===== config.mk =====
export PLATFORM = sky130hd
export DESIGN_NAME = msft_dv_ip_bram_port_arbiter_flat
export DESIGN_NICKNAME = d
export VERILOG_FILES = /design/src/rtl/msft_dv_ip_bram_arb_pkg.sv /design/src/rtl/msft_dv_ip_bram_port_arbiter_if.sv /design/src/rtl/msft_dv_ip_rr_arbiter.sv /design/src/rtl/msft_dv_ip_bram_port_arbiter.sv /design/src/flat_wrapper.sv
export SDC_FILE = /design/constraint.sdc
export NUM_CORES = 1
export LEC_CHECK = 0
export ABC_AREA = 1
export CORE_ASPECT_RATIO = 1.4
export CORE_UTILIZATION = 40
export CTS_CLUSTER_SIZE = 12
export DETAILED_ROUTE_END_ITERATION = 7
export PLACE_DENSITY = 0.83
export SLEW_MARGIN = 20
export SYNTH_ARGS = -nofsm -noshare
export SYNTH_HDL_FRONTEND = slang
export SYNTH_SLANG_ARGS = --single-unit

===== constraint.sdc =====
create_clock -name clk -period 3.95 [get_ports clk]
set_clock_uncertainty 0.2 [all_clocks]
set_input_delay 0.395 -clock clk [delete_from_list [all_inputs] [get_ports clk]]
set_output_delay 0.395 -clock clk [all_outputs]
set_load 0.01 [all_outputs]

===== src/rtl/msft_dv_ip_bram_arb_pkg.sv =====
// Shared types and helpers for the BRAM port arbiter: FSM state encoding and
// byte-enable to bit-mask expansion.
package msft_dv_ip_bram_arb_pkg;

    typedef enum logic [0:0] {
        ISSUE,
        RMW_WR
    } state_e;

    // Upper bound on byte lanes; widths beyond MAX_BW*8 bits are rejected at elaboration.
    localparam int unsigned MAX_BW = 64;

    function automatic logic [MAX_BW*8-1:0] be2mask(input logic [MAX_BW-1:0] be);
        logic [MAX_BW*8-1:0] mask;
        mask = '0;
        for (int i = 0; i < MAX_BW; i++) begin
            mask[i*8 +: 8] = {8{be[i]}};
        end
        return mask;
    endfunction

endpackage


===== src/rtl/msft_dv_ip_bram_port_arbiter_if.sv =====
// Requester-side bus of the BRAM port arbiter; master = requesters, slave = arbiter.
interface msft_dv_ip_bram_port_arbiter_if #(
    parameter int unsigned NUM_REQ   = 2,
    parameter int unsigned RAM_WIDTH = 32,
    parameter int unsigned RAM_DEPTH = 1024
);
    localparam int unsigned AW = $clog2(RAM_DEPTH);
    localparam int unsigned BW = RAM_WIDTH / 8;

    logic [NUM_REQ-1:0]           req_i;
    logic [NUM_REQ-1:0]           we_i;
    logic [NUM_REQ*BW-1:0]        be_i;
    logic [NUM_REQ*AW-1:0]        addr_i;
    logic [NUM_REQ*RAM_WIDTH-1:0] wdata_i;
    logic [NUM_REQ-1:0]           gnt_o;
    logic [NUM_REQ-1:0]           rvalid_o;
    logic [RAM_WIDTH-1:0]         rdata_o;

    modport master (
        output req_i, we_i, be_i, addr_i, wdata_i,
        input  gnt_o, rvalid_o, rdata_o
    );

    modport slave (
        input  req_i, we_i, be_i, addr_i, wdata_i,
        output gnt_o, rvalid_o, rdata_o
    );

endinterface


===== src/rtl/msft_dv_ip_rr_arbiter.sv =====
// Combinational round-robin picker: first requester at or above i_ptr, with wrap.
module msft_dv_ip_rr_arbiter #(
    parameter int unsigned NUM_REQ = 2,
    localparam int unsigned IW     = (NUM_REQ > 1) ? $clog2(NUM_REQ) : 1
) (
    input  logic [NUM_REQ-1:0] i_req,
    input  logic [IW-1:0]      i_ptr,
    input  logic               i_enable,
    output logic [NUM_REQ-1:0] o_gnt
);

    localparam int unsigned IW1 = IW + 1;

    logic           w_found;
    logic [IW1-1:0] w_idx;

    always_comb begin
        o_gnt   = '0;
        w_found = 1'b0;
        w_idx   = '0;
        for (int i = 0; i < NUM_REQ; i++) begin
            w_idx = {1'b0, i_ptr} + IW1'(i);
            if (w_idx >= IW1'(NUM_REQ)) begin
                w_idx = w_idx - IW1'(NUM_REQ);
            end
            if (i_enable && !w_found && i_req[w_idx[IW-1:0]]) begin
                o_gnt[w_idx[IW-1:0]] = 1'b1;
                w_found              = 1'b1;
            end
        end
    end

endmodule


===== src/rtl/msft_dv_ip_bram_port_arbiter.sv =====
// Round-robin sharing of one single-port BRAM between NUM_REQ requesters; partial-byte
// writes are turned into a read-modify-write because the RAM has no byte enables.
module msft_dv_ip_bram_port_arbiter
    import msft_dv_ip_bram_arb_pkg::*;
#(
    parameter int unsigned RAM_WIDTH = 32,
    parameter int unsigned RAM_DEPTH = 1024,
    parameter int unsigned NUM_REQ   = 2,
    localparam int unsigned AW       = $clog2(RAM_DEPTH),
    localparam int unsigned BW       = RAM_WIDTH / 8,
    localparam int unsigned IW       = (NUM_REQ > 1) ? $clog2(NUM_REQ) : 1
) (
    input  logic                 clk,
    input  logic                 rstn,
    msft_dv_ip_bram_port_arbiter_if.slave bus,
    output logic                 ram_cs_o,
    output logic                 ram_we_o,
    output logic [AW-1:0]        ram_addr_o,
    output logic [RAM_WIDTH-1:0] ram_din_o,
    input  logic [RAM_WIDTH-1:0] ram_dout_i
);

    if ((RAM_WIDTH % 8 != 0) || (RAM_WIDTH > MAX_BW * 8)) begin : g_bad_width
        $error("RAM_WIDTH must be a multiple of 8 and at most %0d", MAX_BW * 8);
    end
    if (NUM_REQ < 2) begin : g_bad_num_req
        $error("NUM_REQ must be at least 2");
    end

    state_e               r_state;
    logic [IW-1:0]        r_rr_ptr;
    logic [IW-1:0]        r_id;
    logic [AW-1:0]        r_addr;
    logic [RAM_WIDTH-1:0] r_wdata;
    logic [BW-1:0]        r_be;
    logic [NUM_REQ-1:0]   r_rvalid;

    logic                 w_enable;
    logic [NUM_REQ-1:0]   w_gnt;
    logic                 w_any;
    logic [IW-1:0]        w_win;
    logic [IW-1:0]        w_next_ptr;
    logic                 w_we;
    logic [BW-1:0]        w_be;
    logic [AW-1:0]        w_addr;
    logic [RAM_WIDTH-1:0] w_wdata;
    logic                 w_full;
    logic                 w_none;
    logic                 w_partial;
    logic [RAM_WIDTH-1:0] w_mask;
    logic [RAM_WIDTH-1:0] w_merge;

    assign w_enable = rstn && (r_state == ISSUE);

    msft_dv_ip_rr_arbiter #(
        .NUM_REQ(NUM_REQ)
    ) u_rr_arbiter (
        .i_req   (bus.req_i),
        .i_ptr   (r_rr_ptr),
        .i_enable(w_enable),
        .o_gnt   (w_gnt)
    );

    always_comb begin
        w_win   = '0;
        w_we    = 1'b0;
        w_be    = '0;
        w_addr  = '0;
        w_wdata = '0;
        for (int i = 0; i < NUM_REQ; i++) begin
            if (w_gnt[i]) begin
                w_win   = IW'(i);
                w_we    = bus.we_i[i];
                w_be    = bus.be_i[i*BW +: BW];
                w_addr  = bus.addr_i[i*AW +: AW];
                w_wdata = bus.wdata_i[i*RAM_WIDTH +: RAM_WIDTH];
            end
        end
    end

    assign w_any      = |w_gnt;
    assign w_full     = &w_be;
    assign w_none     = ~|w_be;
    assign w_partial  = w_we && !w_full && !w_none;
    assign w_next_ptr = (w_win == IW'(NUM_REQ - 1)) ? '0 : w_win + 1'b1;
    assign w_mask     = RAM_WIDTH'(be2mask(MAX_BW'(r_be)));
    assign w_merge    = (ram_dout_i & ~w_mask) | (r_wdata & w_mask);

    // RAM controls are Mealy so the access lands in the same cycle as the grant.
    always_comb begin
        ram_cs_o   = 1'b0;
        ram_we_o   = 1'b0;
        ram_addr_o = w_addr;
        ram_din_o  = w_wdata;
        if (r_state == RMW_WR) begin
            ram_cs_o   = rstn;
            ram_we_o   = rstn;
            ram_addr_o = r_addr;
            ram_din_o  = w_merge;
        end else if (w_any) begin
            ram_cs_o = !(w_we && w_none);
            ram_we_o = w_we && w_full;
        end
    end

    always_ff @(posedge clk or negedge rstn) begin
        if (!rstn) begin
            r_state  <= ISSUE;
            r_rr_ptr <= '0;
            r_id     <= '0;
            r_addr   <= '0;
            r_wdata  <= '0;
            r_be     <= '0;
            r_rvalid <= '0;
        end else begin
            r_rvalid <= '0;
            case (r_state)
                ISSUE: begin
                    if (w_any) begin
                        r_rr_ptr <= w_next_ptr;
                        if (w_partial) begin
                            r_id    <= w_win;
                            r_addr  <= w_addr;
                            r_wdata <= w_wdata;
                            r_be    <= w_be;
                            r_state <= RMW_WR;
                        end else begin
                            r_rvalid <= w_gnt;
                        end
                    end
                end
                RMW_WR: begin
                    r_rvalid[r_id] <= 1'b1;
                    r_state        <= ISSUE;
                end
            endcase
        end
    end

    assign bus.gnt_o    = w_gnt;
    assign bus.rvalid_o = r_rvalid;
    assign bus.rdata_o  = ram_dout_i;

endmodule


===== src/flat_wrapper.sv =====
// flat-port wrapper written by rule: the top's interface ports become plain ports
module msft_dv_ip_bram_port_arbiter_flat import msft_dv_ip_bram_arb_pkg::*;
#(
    parameter int unsigned RAM_WIDTH = 32,
    parameter int unsigned RAM_DEPTH = 1024,
    parameter int unsigned NUM_REQ   = 2,
    localparam int unsigned AW       = $clog2(RAM_DEPTH),
    localparam int unsigned BW       = RAM_WIDTH / 8,
    localparam int unsigned IW       = (NUM_REQ > 1) ? $clog2(NUM_REQ) : 1
)
  (clk, rstn, ram_cs_o, ram_we_o, ram_addr_o, ram_din_o, ram_dout_i, bus_req_i, bus_we_i, bus_be_i, bus_addr_i, bus_wdata_i, bus_gnt_o, bus_rvalid_o, bus_rdata_o);
  msft_dv_ip_bram_port_arbiter_if #(.NUM_REQ(NUM_REQ), .RAM_WIDTH(RAM_WIDTH), .RAM_DEPTH(RAM_DEPTH)) bus_i ();
  input  logic clk;
  input  logic rstn;
  output logic ram_cs_o;
  output logic ram_we_o;
  output logic [AW-1:0] ram_addr_o;
  output logic [RAM_WIDTH-1:0] ram_din_o;
  input  logic [RAM_WIDTH-1:0] ram_dout_i;
  input wire logic [$bits(bus_i.req_i)-1:0] bus_req_i;
  input wire logic [$bits(bus_i.we_i)-1:0] bus_we_i;
  input wire logic [$bits(bus_i.be_i)-1:0] bus_be_i;
  input wire logic [$bits(bus_i.addr_i)-1:0] bus_addr_i;
  input wire logic [$bits(bus_i.wdata_i)-1:0] bus_wdata_i;
  output wire logic [$bits(bus_i.gnt_o)-1:0] bus_gnt_o;
  output wire logic [$bits(bus_i.rvalid_o)-1:0] bus_rvalid_o;
  output wire logic [$bits(bus_i.rdata_o)-1:0] bus_rdata_o;
  assign bus_i.req_i = bus_req_i;
  assign bus_i.we_i = bus_we_i;
  assign bus_i.be_i = bus_be_i;
  assign bus_i.addr_i = bus_addr_i;
  assign bus_i.wdata_i = bus_wdata_i;
  assign bus_gnt_o = bus_i.gnt_o;
  assign bus_rvalid_o = bus_i.rvalid_o;
  assign bus_rdata_o = bus_i.rdata_o;
  msft_dv_ip_bram_port_arbiter #(.RAM_WIDTH(RAM_WIDTH), .RAM_DEPTH(RAM_DEPTH), .NUM_REQ(NUM_REQ)) u_core (.clk(clk), .rstn(rstn), .bus(bus_i), .ram_cs_o(ram_cs_o), .ram_we_o(ram_we_o), .ram_addr_o(ram_addr_o), .ram_din_o(ram_din_o), .ram_dout_i(ram_dout_i));
endmodule

==> impl_metrics.toml <==
[yosys]
synthDistinctLibCells = 23
synth_top_flop_cell = "dfrtp_1"
synth_largest_area_cell = "dfrtp_1"
syn_avg_cell_area_um2 = 7.21
syn_inst = 523
synth_top_cell_area_share_pct = 33.9
synth_nets = 653
netlist_area_um2 = 3770
ys_seq_area_share_pct = 33.9
ys_warn_count = 0
synth-async-reset-ratio_pct = 100
synth_common_cells = "nand2_1, dfrtp_1, nand4_1"
synth.area.top_cells = "dfrtp_1, nand2_1, mux2i_1"
synth.most_common_cell = "nand2_1"
synth-edff-count = 0
synth-seq-cells = 51

[finish]
instances_no_fill = 787
multiInputGateArea_um2 = 1980
layout.nets = 809
fill_cells = 804
fin_util_pct = 63.3
diodes = 0
syn_to_final_growth_pct = 52.6
register_area_um2 = 1280
layout-drive-gt1-share_pct = 4.56

[power]
switching_share_pct = 34.4
clkPwrFrac_pct = 20.0
peakVddDrop_uv = 230
power_frac_comb_pct = 40.4
p_leak_nw = 2.73
p_seq_share_pct = 39.5
p_per_area_nw_per_um2 = 358
p_switching_w = 0.000708
p_int_w = 0.00135

[timing]
setup_ws_ns = 0.308
rsz0062_at_grt = "false"
hold_viol = 0
fmax_mhz = 275
finalSetupViolCount = 0
slew_headroom_pct = 46.2
period_needed_ns = 3.64
drv_slew = 0
min_period_over_period_pct = 92.2
tightestPinTransition_ns = 0.806
finalSetupTns_ns = 0

[floorplanning]
die_w_um = 84.0
die_area_um2 = 9820
die_h_um = 117
io_pins = 210
rows = 41
fp.coreArea_um2 = 9080
start_util_pct = 41.5

[critical_path]
crit_buf_inv = 4
criticalPathCategory = "in2out"
worstSetupEndpointType = "output port"
crit_top_cell = "nand2_1"
cp_cell_sequence = "dlygate4sd3_1 -> buf_2 -> nand2_1 -> nor2_2 -> nand2_1 -> inv_2 -> nand2_1 -> o211ai_1 -> clkdlybuf4s50_1"
crit_family = "buffers and inverters"
slowest_delay_ns = 0.62
startpoint = "rstn"
r2r-start = "u_core.r_state"
cp_slowest_cell = "inv_2"
worstPathArrival_ns = 3.05
r2r_setup_slack_ns = 1.27
critPathMaxFanout = 44
cp_data_required_time_ns = 3.36
startpoint_type = "primary input"

[global_routing]
grt_max_degree = 51
grt_usage_pct = 23.4
antenna_found_initial = 0
grt_overflow = 0
grt_pass1_wl_um = 18500
grt_pass1_vias = 4173

[routing]
firstDrtPassIters = 6
wire_per_inst_um = 15.0
drt_iter0_drc = 261
vias = 4146
drc = 28
viasPerCell = 5.27
drtAntennaViolNets = 0
wl_um = 11800

[job]
cap_violations = 0

[place]
dp_cells = 778
place_hpwl_um = 8410
place_congestion = 0.801
place_ws_ns = 0.531
numPortBuffers = 209

[min_path]
worst_hold_path_type = "reg2reg"
hp-start = "u_core.r_wdata[23]"

[clock_tree]
cts_resized = 0
cts_buffers = 5
cts-root-buf = "clkbuf_16"
clk_pin_slew_worst_paths_ns = 0.06
cts_buffer_depth = 2
cts_tree = "yes"
clock_sinks = 51
clk_latency_ns = 0.28
cts_max_level = 2

[outcome]
violations = "design-rule violations"
status = "complete, but fails checks"
==> per-stage QoR <==
step	power, W	cell area (µm²)	hold slack, ns
global placement	0.00162	5600	0.0261
global route	0.00219	5750	0.289
CTS	0.00208	5750	0.277
finish	0.00206	5750	0.272
floorplan	0.00127	3770	-0.101
detailed placement	0.00166	5600	0.0244
==> worst register-to-register path, stage by stage, from the launching register on <==
cell	delay (ns)
dfrtp_1	0.61
nor2_4	0.28
nand4_1	0.11
nand2_1	0.13
nor2_1	0.07
nand2_2	0.07
buf_4	0.46
nand3_2	0.12
buf_4	0.31
nand2_1	0.13
nand2_1	0.06
==> flip-flops by register name, summed over array words and instances, names as in the netlist <==
signal,cells
u_core.r_wdata,32
u_core.r_addr,10
u_core.r_be,4
u_core.bus.rvalid_o,2
u_core.r_id,1
u_core.r_rr_ptr,1
u_core.r_state,1
==> cell families (layout without fill, tap and decap cells) <==
| group | Yosys count | after routing | share of synthesized area [%] |
|---|---|---|---|
| buffers and inverters | 81 | 238 | 13.7 |
| AOI/OAI and AO/OA | 36 | 36 | 7.10 |
| and+or+nand+nor | 323 | 323 | 36.8 |
| muxes | 32 | 32 | 8.50 |
| DFF | 51 | 51 | 33.9 |
==> what timing repair did <==
action / in CTS / in global routing
buffers inserted: 0 / 0
endpoints found under the hold margin: 3 / 0
hold buffers: 1 / 0
==> cells in the final DEF (no fill, tap or decap), drive strengths merged <==
master         netlist  layout
buf                 64       9
clkbuf               5       6
clkdlybuf4s50        0     208
clkinv               0       1
clkinvlp             0       1
dfrtp               51      51
dlygate4sd3          0       1
inv                 12      12
mux2i               32      32
nand2              252     252
nand3               16      16
nand4               50      50
nor2                 4       4
o211ai              32      32
o21ai                3       3
o22ai                1       1
or2                  1       1
==> final cells by class <==
class / count / share of cell area [%]
multi-input combinational: 391 / 34.5
sequential: 51 / 22.2
clock buffer: 6 / 2.24
tap: 107 / 2.33
timing repair buffer: 218 / 37.7
inverter: 12 / 0.783
clock inverter: 2 / 0.218
==> path summary, 6_finish.rpt <==
kind / endpoint / cells past startpoint
setup / recovery: ram_din_o[29] / 9
hold / removal: u_core.r_wdata[23] / 2
setup reg to reg: u_core.r_addr[1] / 10
hold reg to reg: u_core.r_wdata[23] / 2
max in group asynchronous: u_core.r_wdata[3] / 3
min in group asynchronous: u_core.r_wdata[7] / 2
==> power by group through the flow <==
stage | logic, W | registers, W | clock network, W
2_1_floorplan | 0.000530 | 0.000741 | 0
3_3_place_gp | 0.000809 | 0.000814 | 0
3_5_place_dp | 0.000836 | 0.000820 | 0
4_1_cts | 0.000839 | 0.000813 | 0.000428
5_1_grt | 0.000913 | 0.000831 | 0.000446
6_report | 0.000831 | 0.000813 | 0.000412
==> layer usage <==
| metal | track usage [%] | part of all wire (%) | vias up |
|---|---|---|---|
| li1 | - | - | 2040 |
| met1 | 24.7 | 39 | 1940 |
| met2 | 47.8 | 54 | 149 |
| met3 | 3.44 | 5.1 | 17 |
| met4 | 7.01 | 1.7 | 0 |
| met5 | 0 | 0 | - |
(Power assumes the default switching activity.)
